===== config.mk =====
export PLATFORM = sky130hd
export DESIGN_NAME = div_ctrl
export DESIGN_NICKNAME = d
export VERILOG_FILES = /design/src/rtl/div_pkg.sv /design/src/rtl/div_result_sel.sv /design/src/rtl/div_ctrl.sv
export SDC_FILE = /design/constraint.sdc
export NUM_CORES = 1
export LEC_CHECK = 0
export CAP_MARGIN = 20
export CORE_UTILIZATION = 30
export DETAILED_ROUTE_END_ITERATION = 7
export GPL_ROUTABILITY_DRIVEN = 1
export PLACE_DENSITY = 0.73
export SYNTH_ARGS = -nofsm -noshare
export SYNTH_HDL_FRONTEND = slang
export SYNTH_SLANG_ARGS = --single-unit

===== constraint.sdc =====
create_clock -name clk -period 2.1 [get_ports clk]
set_input_delay 0.42 -clock clk [delete_from_list [all_inputs] [get_ports clk]]
set_output_delay 0.42 -clock clk [all_outputs]
set_load 0.02 [all_outputs]

===== src/rtl/div_pkg.sv =====
// div_pkg
//   Shared definitions for the divider sequencing controller: the controller
//   state enum, the default operand width and the bit positions of the
//   quotient and remainder inside the divider's packed result word.
//   No ports (package).

package div_pkg;

  // Default operand/result width of the shared divider.
  localparam int DIV_DATA_WIDTH = 32;

  // The divider packs {quotient, remainder} into one 2*width word.
  localparam int DIV_QUOT_MSB = 2 * DIV_DATA_WIDTH - 1;
  localparam int DIV_QUOT_LSB = DIV_DATA_WIDTH;
  localparam int DIV_REM_MSB  = DIV_DATA_WIDTH - 1;
  localparam int DIV_REM_LSB  = 0;

  // Controller states.
  typedef enum logic [2:0] {
    IDLE  = 3'd0,
    ISSUE = 3'd1,
    WAIT  = 3'd2,
    DONE  = 3'd3,
    DRAIN = 3'd4
  } div_state_e;

endpackage


===== src/rtl/div_result_sel.sv =====
// div_result_sel
//   Combinational quotient/remainder select. Slices a packed
//   {quotient, remainder} word and returns one half. Used both for real
//   divider results and for the locally built zero-divisor result.
// Ports:
//   div_result_i  in  2*DATA_WIDTH  packed {quotient, remainder}
//   rem_sel_i     in  1             1 = remainder, 0 = quotient
//   result_o      out DATA_WIDTH    selected half

module div_result_sel
  import div_pkg::*;
#(
  parameter int DATA_WIDTH = DIV_DATA_WIDTH
) (
  input  logic [2*DATA_WIDTH-1:0] div_result_i,
  input  logic                    rem_sel_i,
  output logic [DATA_WIDTH-1:0]   result_o
);

  // The package slice constants describe the default width; any other
  // width derives the same layout from DATA_WIDTH.
  localparam int QUOT_MSB = (DATA_WIDTH == DIV_DATA_WIDTH) ? DIV_QUOT_MSB : 2 * DATA_WIDTH - 1;
  localparam int QUOT_LSB = (DATA_WIDTH == DIV_DATA_WIDTH) ? DIV_QUOT_LSB : DATA_WIDTH;
  localparam int REM_MSB  = (DATA_WIDTH == DIV_DATA_WIDTH) ? DIV_REM_MSB  : DATA_WIDTH - 1;
  localparam int REM_LSB  = (DATA_WIDTH == DIV_DATA_WIDTH) ? DIV_REM_LSB  : 0;

  // Pick the requested half of the packed result.
  always_comb begin
    if (rem_sel_i) result_o = div_result_i[REM_MSB:REM_LSB];
    else           result_o = div_result_i[QUOT_MSB:QUOT_LSB];
  end

endmodule


===== src/rtl/div_ctrl.sv =====
// div_ctrl
//   Sequencing controller between the execute stage and the shared divider.
//   Latches operands, issues a one-cycle request, stalls the pipeline while
//   the divider runs, holds the selected quotient/remainder until the
//   execute stage acknowledges it, and drains results of operations that
//   were cancelled by a flush. A WAIT/DRAIN cycle budget of TIMEOUT guards
//   against a divider that never answers (sticky timeout_o).
//   Optional macro DIV_ZERO_BYPASS_EN: a zero divisor completes directly
//   from IDLE (quotient all-ones, remainder = dividend) without a request.
// Ports:
//   clk, rst            clock, synchronous active-high reset
//   start_i             div/mod instruction present in execute
//   op_signed_i         signed operation
//   op_rem_i            return remainder instead of quotient
//   dividend_i          dividend operand
//   divisor_i           divisor operand
//   flush_i             cancel the current operation
//   ack_i               execute stage consumes result_o
//   stall_o             pipeline stall request
//   done_o              result_o valid
//   result_o            selected quotient or remainder
//   timeout_o           sticky divider-timeout flag
//   cycle_cnt_o         cycles spent in WAIT for the current operation
//   div_valid_o         one-cycle request strobe to the divider
//   div_signed_o        signed/unsigned divider select
//   div_dividend_o      latched dividend
//   div_divisor_o       latched divisor
//   div_ready_i         divider result valid
//   div_result_i        divider result {quotient, remainder}

module div_ctrl
  import div_pkg::*;
#(
  parameter int DATA_WIDTH = DIV_DATA_WIDTH,
  parameter int TIMEOUT    = 64,
  parameter int CNT_WIDTH  = 8
) (
  input  logic                    clk,
  input  logic                    rst,
  input  logic                    start_i,
  input  logic                    op_signed_i,
  input  logic                    op_rem_i,
  input  logic [DATA_WIDTH-1:0]   dividend_i,
  input  logic [DATA_WIDTH-1:0]   divisor_i,
  input  logic                    flush_i,
  input  logic                    ack_i,
  output logic                    stall_o,
  output logic                    done_o,
  output logic [DATA_WIDTH-1:0]   result_o,
  output logic                    timeout_o,
  output logic [CNT_WIDTH-1:0]    cycle_cnt_o,
  output logic                    div_valid_o,
  output logic                    div_signed_o,
  output logic [DATA_WIDTH-1:0]   div_dividend_o,
  output logic [DATA_WIDTH-1:0]   div_divisor_o,
  input  logic                    div_ready_i,
  input  logic [2*DATA_WIDTH-1:0] div_result_i
);

  localparam logic [CNT_WIDTH-1:0] CNT_LAST = CNT_WIDTH'(TIMEOUT - 1);
  localparam logic [CNT_WIDTH-1:0] CNT_ONE  = CNT_WIDTH'(1);

  div_state_e             state_q, state_d;
  logic                   op_signed_q, op_signed_d;
  logic                   op_rem_q, op_rem_d;
  logic [DATA_WIDTH-1:0]  dividend_q, dividend_d;
  logic [DATA_WIDTH-1:0]  divisor_q, divisor_d;
  logic [DATA_WIDTH-1:0]  result_q, result_d;
  logic                   timeout_q, timeout_d;
  logic [CNT_WIDTH-1:0]   cnt_q, cnt_d;

  logic                    accept;
  logic [2*DATA_WIDTH-1:0] sel_src;
  logic                    sel_rem;
  logic [DATA_WIDTH-1:0]   sel_result;

  // New operation accepted this cycle (also feeds the stall term).
  assign accept = (state_q == IDLE) && start_i && !flush_i;

`ifdef DIV_ZERO_BYPASS_EN
  logic bypass;

  // A zero divisor is answered locally; the select block then sees a
  // synthetic {all-ones, dividend} word and the live op_rem_i.
  always_comb begin
    bypass  = accept && (divisor_i == '0);
    sel_src = bypass ? {{DATA_WIDTH{1'b1}}, dividend_i} : div_result_i;
    sel_rem = bypass ? op_rem_i : op_rem_q;
  end
`else
  // Results only ever come from the divider.
  always_comb begin
    sel_src = div_result_i;
    sel_rem = op_rem_q;
  end
`endif

  div_result_sel #(
    .DATA_WIDTH(DATA_WIDTH)
  ) u_result_sel (
    .div_result_i(sel_src),
    .rem_sel_i   (sel_rem),
    .result_o    (sel_result)
  );

  // State and datapath registers.
  always_ff @(posedge clk) begin
    if (rst) begin
      state_q     <= IDLE;
      op_signed_q <= 1'b0;
      op_rem_q    <= 1'b0;
      dividend_q  <= '0;
      divisor_q   <= '0;
      result_q    <= '0;
      timeout_q   <= 1'b0;
      cnt_q       <= '0;
    end else begin
      state_q     <= state_d;
      op_signed_q <= op_signed_d;
      op_rem_q    <= op_rem_d;
      dividend_q  <= dividend_d;
      divisor_q   <= divisor_d;
      result_q    <= result_d;
      timeout_q   <= timeout_d;
      cnt_q       <= cnt_d;
    end
  end

  // Next-state and datapath updates. The cycle budget is shared between
  // WAIT and DRAIN, so a flushed operation cannot hang the controller.
  always_comb begin
    state_d     = state_q;
    op_signed_d = op_signed_q;
    op_rem_d    = op_rem_q;
    dividend_d  = dividend_q;
    divisor_d   = divisor_q;
    result_d    = result_q;
    timeout_d   = timeout_q;
    cnt_d       = cnt_q;

    case (state_q)
      IDLE: begin
        if (accept) begin
          op_signed_d = op_signed_i;
          op_rem_d    = op_rem_i;
          dividend_d  = dividend_i;
          divisor_d   = divisor_i;
          cnt_d       = '0;
          state_d     = ISSUE;
`ifdef DIV_ZERO_BYPASS_EN
          if (bypass) begin
            result_d = sel_result;
            state_d  = DONE;
          end
`endif
        end
      end
      ISSUE: begin
        state_d = flush_i ? DRAIN : WAIT;
      end
      WAIT: begin
        cnt_d = cnt_q + CNT_ONE;
        if (flush_i) begin
          // A result arriving with the flush is already consumed, so
          // there is nothing left to drain.
          state_d = div_ready_i ? IDLE : DRAIN;
        end else if (div_ready_i) begin
          result_d = sel_result;
          state_d  = DONE;
        end else if (cnt_q >= CNT_LAST) begin
          timeout_d = 1'b1;
          result_d  = '0;
          state_d   = DONE;
        end
      end
      DRAIN: begin
        cnt_d = cnt_q + CNT_ONE;
        if (div_ready_i) begin
          state_d = IDLE;
        end else if (cnt_q >= CNT_LAST) begin
          timeout_d = 1'b1;
          state_d   = IDLE;
        end
      end
      DONE: begin
        if (ack_i || flush_i) state_d = IDLE;
      end
      default: state_d = IDLE;
    endcase
  end

  // Outputs decoded from the current state.
  always_comb begin
    stall_o        = accept || (state_q == ISSUE) || (state_q == WAIT) || (state_q == DRAIN);
    done_o         = (state_q == DONE);
    div_valid_o    = (state_q == ISSUE);
    div_signed_o   = op_signed_q && (state_q != IDLE);
    result_o       = result_q;
    timeout_o      = timeout_q;
    cycle_cnt_o    = cnt_q;
    div_dividend_o = dividend_q;
    div_divisor_o  = divisor_q;
  end

endmodule


# Word level (Yosys, flattened, before mapping)
# Index checks and enable logic that the tools add are counted.
# W data, S select, Z words.
dict set report totals {
  register_bits 110
  latch_bits 0
  mem_bits_rw 0
  rom_bits 0
  in_bits 136
  output_inout_bits 109
  elab_cells 58
  mem_count 0
}
dict set report op_classes {
  addsub 1
  mul 0
  div_mod_pow 0
  n_lt_le_gt_ge 1
  eq_ne 9
  shift 0
  muxes 19
  bitwise_logic 1
  reduce_logical 19
}
# operator n
set op_table {}
lappend op_table {{$mux W32} 3}
lappend op_table {{$mux W3} 9}
lappend op_table {{$pmux W8 S2} 1}
lappend op_table {{$pmux W3 S5} 1}
lappend op_table {{$add A8 B1 Y8 const B} 1}
lappend op_table {{$ge A8 B6 Y1 const B} 1}
lappend op_table {{$mux W8} 1}
lappend op_table {{$eq A3 B2 Y1 const B} 2}
lappend op_table {{$reduce_and A2 Y1} 3}
lappend op_table {{$reduce_bool A2 Y1} 3}
lappend op_table {{$logic_or A1 B1 Y1} 4}
lappend op_table {{$ne A2 B2 Y1 const B} 2}
lappend op_table {{$ne A4 B4 Y1 const B} 1}
lappend op_table {{$reduce_and A4 Y1} 1}
lappend op_table {{$eq A3 B1 Y1 const B} 1}
lappend op_table {{$eq A3 B3 Y1 const B} 1}
lappend op_table {{$logic_and A1 B1 Y1} 3}
lappend op_table {{$logic_not A3 Y1} 1}
lappend op_table {{$mux W1} 3}
lappend op_table {{$ne A3 B3 Y1 const B} 1}
lappend op_table {{$reduce_and A3 Y1} 1}
lappend op_table {{$reduce_bool A3 Y1} 1}
lappend op_table {{$ne A2 B1 Y1 const B} 1}
lappend op_table {{$pmux W1 S2} 1}
lappend op_table {{3 further kinds} 3}

# Logic depth before layout (Yosys ltp)
# Gate-level depths: netlist of the first run.
dict set report logic_depth {
  word_depth 6
  depth_mapped 7
  depth_no_buf 4
}

# By module
# From an unflattened synthesis of the first run, not the netlist that was laid out.
dict set report hier_totals {
  hier_cells 481
  area_unflattened_um2 4481.8
}
# mod n_inst cells_per_inst area_each_um2
set modules_own_cells {}
lappend modules_own_cells {div_ctrl 1 445 3937.5}
lappend modules_own_cells {div_result_sel 1 36 544.3}

# Worst setup path before layout of the first run
# No wires, ideal clock.
dict set report synth_timing {
  kind {register to output}
  startpoint {register state_q[2]}
  endpoint {output port stall_o}
  arrival_ns 1.285
  required_ns 1.680
  slack_ns 0.395
  stages_incl_launch_ff 6
  n_path_buf 2
  cell_sequence {dfxtp_1 -> buf_2 -> nor2_1 -> nand3_1 -> clkbuf_1 -> nand3b_1}
}
dict set report synth_via {
  elab_chain_cells 6
}
# item line_no
set synth_rtl {}
lappend synth_rtl {{from (decl)} div_ctrl.sv:63} ;# div_state_e state_q, state_d;
lappend synth_rtl {{from (signal assigned)} div_ctrl.sv:118} ;# state_q <= state_d;
lappend synth_rtl {{$logic_not A3 Y1} div_ctrl.sv:78} ;# assign accept = (state_q == IDLE) && start_i && !flush_i;
lappend synth_rtl {{$logic_and A1 B1 Y1 (2 in a row)} div_ctrl.sv:78}
lappend synth_rtl {{$logic_or A1 B1 Y1 (2 in a row)} div_ctrl.sv:194} ;# stall_o = accept || (state_q == ISSUE) || (state_q == WAIT) || (state_q == DRAIN);
lappend synth_rtl {{$logic_or A1 B1 Y1 *} div_ctrl.sv:194}
lappend synth_rtl {{to (decl)} div_ctrl.sv:47} ;# output logic stall_o,
# Mark *: on every way between the ends. The rest lies on a longest branch, timed or not.

# Worst setup path after layout of the first run
dict set report layout_timing {
  startpoint {register state_q[1]}
  endpoint {output port stall_o}
}
# The elaborated chain is that of the path after synthesis.

==> impl_results.md, run 1 <==
- Sequential share of power: 0.474
- Tmin final: about 2 ns
- Cts bufs inserted: 9
- Clock Path Buffers: 2
- Highest achievable clock rate: between 400 and 500 MHz
- GPL Wtd Cong: between 0.7 and 0.8
- Arrival @ worst endpoint: 1.59 ns
- Commonest non-fill, non-tap cell in the layout: clkdlybuf4s50_1
- Final hold vios: 0
- Final Worst Setup Slack: 0.0934 ns
- # DRC: 0
- Min-delay src: div_divisor_o[2]
- WP data required: about 1.7 ns
- Iter 0 DRT Violations: about 200
- CTS tree: built
- H-tree lvl count: 3
- Post-Syn Nets: ~690
- Vias per inst: roughly 4.8
- Max-slew violations: 0
- Total number of vias: roughly 4600
- Wire per inst: approximately 14 um
- Seq cells post-synth: 110
- Synth-to-Final Area Change: 66.3%
- Pwr dens: just over 600 mW/mm2
- Clock power frac: 0.355
- # nets final: between 900 and 1000
- Worst setup path startpoint: state_q[1]
- P_sw: between 1 and 1.5 mW
- Startpoint Class: flip-flop
- Post-synthesis sequential area ratio: 0.490
- Dpl ws: -0.154 ns
- Most frequent cells in the layout: clkdlybuf4s50_1 (239), nand2_1 (171), dfxtp_1 (108), a21oi_1 (104), mux2_2 (32)
- Max VDD drop: ~0.58 mV
- Hpwl dp: between 9 and 10 mm
- Tot GR Track Use: 0.172
- Average cell area after synthesis: 8.17 um2
- Worst-path cell with the longest stage delay: dfxtp_2
- Number of global-route vias before repair: 4338
- Crit Reg-Reg Startpoint: state_q[1]
- Yosys warnings: 0
- Comb pwr share: 0.171
- Clock Latency Late Sink: 0.35 ns
- Sw Share: 0.253
- MaxCap Viol Count: 0
- Sink Count: between 100 and 150
- Die Ht: between 100 and 150 um
- Yosys cell types: just over 40
- Slew headroom: 0.606
- Reg clk slew, reported paths: about 0.07 ns
- Post-detailed-routing wire length: around 13 mm
- First-pass GRT wire length: 21.8 mm
- Root Driver: clkbuf_16
- CP delay by family, top: buffers and inverters
- CP bufs+invs: 2
- P_int: 3.45 mW
- R2r setup slk: around 0.35 ns
- Initial antenna violation count: 0
- Final setup skew: about 0.0053 ns
- Number of hold buffers added after cts: 0
- Routed Antenna Nets: 0
- Detailed Routing Iterations Pass 1: 4
- Pin count of the biggest net entering global routing: between 60 and 70
- Status: completed
- Final setup fails: 0
- Io pins: between 200 and 250
- Tcrit/Tclk final: 0.956
- Synthesized cell area: about 0.0045 mm2
- CP max FO: 8
- Hold WC Path Type: reg -> reg
- Total power: 4.62 mW
- Actual slew at the worst max-slew pin: 0.587 ns
- Starting Density: 0.308
- Total global routing overflow: 0
- DIE WIDTH: between 100 and 150 um
- Critical path class: reg -> out
- N_diodes: 0
- DIE AREA: about 0.015 mm2
- Critical path's largest stage delay: between 0.3 and 0.4 ns
- Leakage: roughly 2.6 nW
- Layout cell share with drive strength beyond 1: 0.0980
- CP Cell Sequence: buf_4 > nor2_1 > nand3_2 > nand3b_1 > clkdlybuf4s15_1
- Synthesized instance count: 550
- RSZ-0062 raised after global routing: false
- I/O Buffers: 244
- Crit. End Element: output port
- Rows: 44
- Area of the core: between 0.01 and 0.015 mm2
==> per-layer routing <==
| metal | share of wire | global-route usage | vias to the layer above |
|---|---|---|---|
| met1 | 0.41 | 0.203 | 2134 |
| met5 | 0 | 0 | - |
| met2 | 0.49 | 0.288 | 167 |
| met4 | 0.0092 | 0.0347 | 0 |
| li1 | - | - | 2320 |
| met3 | 0.093 | 0.0765 | 7 |
==> power by group through the flow <==
stage / clock network, mW / logic, mW / registers [mW]
after global placement: 0 / 0.796 / 2.23
after global routing: 1.79 / 0.851 / 2.20
after detailed placement: 0 / 0.796 / 2.24
after CTS: 1.71 / 0.797 / 2.19
after floorplan: 0 / 0.248 / 2.31
final: 1.64 / 0.789 / 2.19
==> path summary, 6_finish.rpt <==
check | cells after the start | to
hold / removal | 2 | div_divisor_o[2]
setup / recovery | 5 | stall_o
setup reg to reg | 7 | div_divisor_o[16]
hold reg to reg | 2 | div_divisor_o[2]
==> flip-flops by register name, indices dropped and copies added, names as in the netlist <==
name            count
cycle_cnt_o         8
div_dividend_o     32
div_divisor_o      32
op_rem_q            1
op_signed_q         1
result_o           32
state_q             3
timeout_o           1
==> logic make-up after synthesis <==
logic type | share of synthesized area
buffers and inverters | 0.0437
DFF | 0.490
muxes | 0.0802
AOI/OAI and AO/OA | 0.186
adders and majority gates | 0.00278
xor gates and xnor gates | 0.00390
and+or+nand+nor | 0.193
==> repair_timing <==
| action | CTS | global route |
|---|---|---|
| endpoints found under the setup margin | 4 | 1 |
| gates resized for setup | 6 | 1 |
| buffers inserted | 0 | 0 |
==> worst register-to-register path, stage by stage, from the launching register on <==
cell     delay (ns)
dfxtp_2        0.41
buf_4          0.16
nor2_1         0.06
nand3_2        0.09
buf_4          0.41
buf_4          0.33
nand2_1        0.08
a21oi_1        0.15
==> layout make-up <==
| class | instances | area, um2 |
|---|---|---|
| clock inverter | 6 | 45.0 |
| fill | 1410 | 7120 |
| inverter | 1 | 3.75 |
| timing repair buffer | 263 | 2640 |
| clock buffer | 10 | 239 |
| multi-input combinational | 396 | 2110 |
| tap | 184 | 230 |
| sequential | 110 | 2200 |
==> synth_stat cells (all sizes together) <==
library cell	instances	area, um2
nor2b	2	12.5
nor2	7	26.3
a21oi	105	529
ha	1	12.5
o31ai	5	37.5
o21ai	35	175
xnor2	2	17.5
nand4	2	12.5
nand3	3	15.0
inv	1	3.75
a2111o	1	11.3
a2111oi	1	27.5
nor3b	3	27.5
o41ai	1	8.76
a211oi	2	15.0
o31a	1	8.76
or2	3	18.8
o21a	1	7.51
clkbuf	28	105
nand2b	3	18.8
nor3	2	10.0
nand2	171	642
buf	15	87.6
a31oi	1	6.26
or4	5	37.5
mux2	32	360
or3b	1	8.76
and4	1	11.3
and2	1	6.26
and3	1	6.26
dfxtp	110	2200
nand3b	2	15.0
a41o	1	10.0
==> per-stage QoR <==
| step | util | cell area [um2] | std cells | hold slack [ns] | setup TNS [ns] |
|---|---|---|---|---|---|
| after global placement | 0.493 | 7190 | 954 | 0.440 | -3.35 |
| final | 0.512 | 7470 | 970 | 0.453 | 0 |
| after floorplan | - | 4490 | 550 | 0.437 | 0 |
| after detailed placement | 0.493 | 7190 | 954 | 0.446 | -4.78 |
| after global routing | 0.512 | 7470 | 970 | 0.469 | 0 |
| after CTS | 0.512 | 7470 | 970 | 0.456 | 0 |
Note: power is estimated with default switching activity, not from simulation.
==> inputs of run 2 (changes only) <==
--- a/config.mk
+++ b/config.mk
@@ -6,6 +6,7 @@
 export NUM_CORES = 1
 export LEC_CHECK = 0
 export CAP_MARGIN = 20
+export CORE_ASPECT_RATIO = 1.5
 export CORE_UTILIZATION = 30
 export DETAILED_ROUTE_END_ITERATION = 7
 export GPL_ROUTABILITY_DRIVEN = 1
==> run 2 against run 1 <==
Effect of this change:
- clock skew is 0.0056 ns higher
- sequential share of layout area is 0.19 points lower
- final cell count is 1.1% higher
- first-iteration DRC count is 41% lower
- critical path depth is 1 lower
- fmax is 0.22% higher
- clock power is 7% higher
- via count is 0.86% lower
- register-to-register slack worse by 0.05 ns
- critical endpoint unchanged
==> impl_results.md, run 2 (synthesis results as in run 1) <==
- Final Non-Filler Cells: 981 (was 970)
- Status: completed (unchanged)
- Most frequent cells in the layout: clkdlybuf4s50_1 (239), nand2_1 (171), dfxtp_1 (109), a21oi_1 (104), mux2_2 (32) (was clkdlybuf4s50_1 (239), nand2_1 (171), dfxtp_1 (108), a21oi_1 (104), mux2_2 (32))
- First-pass GRT wire length: 21.6 mm (was 21.8 mm)
- # nets final: 917 (was 918)
- Starting Density: 0.308 (about the same)
- Hold WC Path Type: reg -> reg (unchanged)
- Clock Latency Late Sink: 0.34 ns (was 0.35 ns)
- CP Cell Sequence: xnor2_1 > or2_0 > nand3b_1 > clkdlybuf4s15_1 (was buf_4 > nor2_1 > nand3_2 > nand3b_1 > clkdlybuf4s15_1)
- Critical path class: reg -> out (unchanged)
- Area of the core: 0.0146 mm2 (about the same)
- Initial antenna violation count: 0 (unchanged)
- WL met1: 5.12 mm (was 5.45 mm)
- Actual slew at the worst max-slew pin: 0.574 ns (was 0.587 ns)
- Final hold vios: 0 (unchanged)
- Crit. End Element: output port (unchanged)
- Total power: 4.74 mW (was 4.62 mW)
- Highest achievable clock rate: 499 MHz (was 498 MHz)
- Layout cell share with drive strength beyond 1: 0.0968 (was 0.0980)
- Commonest non-fill, non-tap cell in the layout: clkdlybuf4s50_1 (unchanged)
- Worst-path cell with the longest stage delay: dfxtp_1 (was dfxtp_2)
- GPL Wtd Cong: 0.812 (was 0.733)
- Root Driver: clkbuf_16 (unchanged)
- Final setup skew: 0.0108 ns (was 0.00525 ns)
- MaxCap Viol Count: 0 (unchanged)
- Reg clk slew, reported paths: 0.08 ns (was 0.07 ns)
- Slew headroom: 0.615 (was 0.606)
- Wire per inst: 14.0 um (was 13.6 um)
- WP data required: 1.68 ns (about the same)
- Critical path's largest stage delay: 0.45 ns (was 0.37 ns)
- Die Ht: 152 um (was 124 um)
- Leakage: 2.61 nW (was 2.59 nW)
- Pin count of the biggest net entering global routing: 62 (was 67)
- Clock Path Buffers: 2 (unchanged)
- Total number of vias: 4588 (was 4628)
- H-tree lvl count: 3 (unchanged)
- Max VDD drop: 0.417 mV (was 0.583 mV)
- Arrival @ worst endpoint: 1.58 ns (was 1.59 ns)
- R2r setup slk: 0.30 ns (was 0.35 ns)
- DIE AREA: 0.0155 mm2 (about the same)
- Detailed Routing Iterations Pass 1: 4 (unchanged)
- Number of global-route vias before repair: 4432 (was 4338)
- Dpl cells: 965 (was 954)
- # DRC: 0 (unchanged)
- Tcrit/Tclk final: 0.953 (was 0.956)
- Io pins: 245 (unchanged)
- CTS tree: built (unchanged)
- Sink Count: 110 (unchanged)
- Met3 wire length: 994 um (was 1.23 mm)
- Cts bufs inserted: 9 (unchanged)
- Rows: 54 (was 44)
- Synth-to-Final Area Change: 67.2% (was 66.3%)
- Tot GR Track Use: 0.175 (was 0.172)
- DIE WIDTH: 102 um (was 124 um)
- Vias per inst: 4.68 (was 4.77)
- N_diodes: 0 (unchanged)
- Hpwl dp: 10.1 mm (was 9.41 mm)
- RSZ-0062 raised after global routing: false (unchanged)
- Post-detailed-routing wire length: 13.7 mm (was 13.2 mm)
- Max-slew violations: 0 (unchanged)
- Met2 Wirelength: 7.33 mm (was 6.44 mm)
- CP max FO: 7 (was 8)
- Highest layer used for signal routing: met4 (unchanged)
- Startpoint Class: flip-flop (unchanged)
- Final setup fails: 0 (unchanged)
- Number of hold buffers added after cts: 0 (unchanged)
- Iter 0 DRT Violations: 121 (was 205)
- Tmin final: 2.00 ns (was 2.01 ns)
- Pwr dens: 631 mW/mm2 (was 618 mW/mm2)
- I/O Buffers: 244 (unchanged)
- Routed Antenna Nets: 0 (unchanged)
- Total global routing overflow: 0 (unchanged)
-- run 2: worst paths after layout --
path / start / endpoint / cells after the start
setup / recovery: state_q[1] / stall_o / 4
hold / removal: div_divisor_o[0] / div_divisor_o[0] / 2
setup reg to reg: state_q[2] / result_o[3] / 6
hold reg to reg: div_divisor_o[0] / div_divisor_o[0] / 2
-- run 2: through the flow --
step                      instance area (um2)  setup WS [ns]  TNS [ns]  utilization  hold WS (ns)
final                                    7520         0.0978         0        0.515         0.453
after global routing                     7520         0.0259         0        0.515         0.473
after CTS                                7510        0.00126         0        0.515         0.456
after detailed placement                 7210         -0.153     -2.01        0.494         0.445
after global placement                   7210         -0.117    -0.601        0.494         0.440
after floorplan                          4490          0.395         0            -         0.437
-- run 2: layout make-up --
| class | instances | area (um2) |
|---|---|---|
| Timing Repair Buffer | 262 | 2650 |
| Clock buffer | 9 | 225 |
| Fill cell | 1424 | 7080 |
| Tap cell | 196 | 245 |
| Clock inverter | 7 | 77.6 |
| Sequential cell | 110 | 2200 |
| Inverter | 1 | 3.75 |
| Multi-Input combinational cell | 396 | 2110 |
-- run 2: critical path: cells and delay by family, from the launching register on --
| kind | cells | cell delay [ns] |
|---|---|---|
| AND/OR/NAND/NOR | 2 | 0.36 |
| buffers and inverters | 1 | 0.32 |
| XOR/XNOR | 1 | 0.11 |
| flip-flops | 1 | 0.45 |
-- run 2: metal layers --
metal	GRT usage	vias up
li1	-	2313
met1	0.183	2103
met2	0.326	152
met3	0.0474	20
met4	0.0612	0
met5	0	-
-- run 2: what timing repair did --
item                                    4_1_cts  5_1_grt
setup buffers                                 0        0
resized for setup                             4        3
endpoints found under the setup margin        4        2
-- run 2: power by group --
part | switching, mW | total (mW) | internal [mW]
combinational | 0.344 | 0.798 | 0.454
clock | 0.811 | 1.76 | 0.944
sequential | 0.0338 | 2.19 | 2.15
total | 1.19 | 4.74 | 3.55
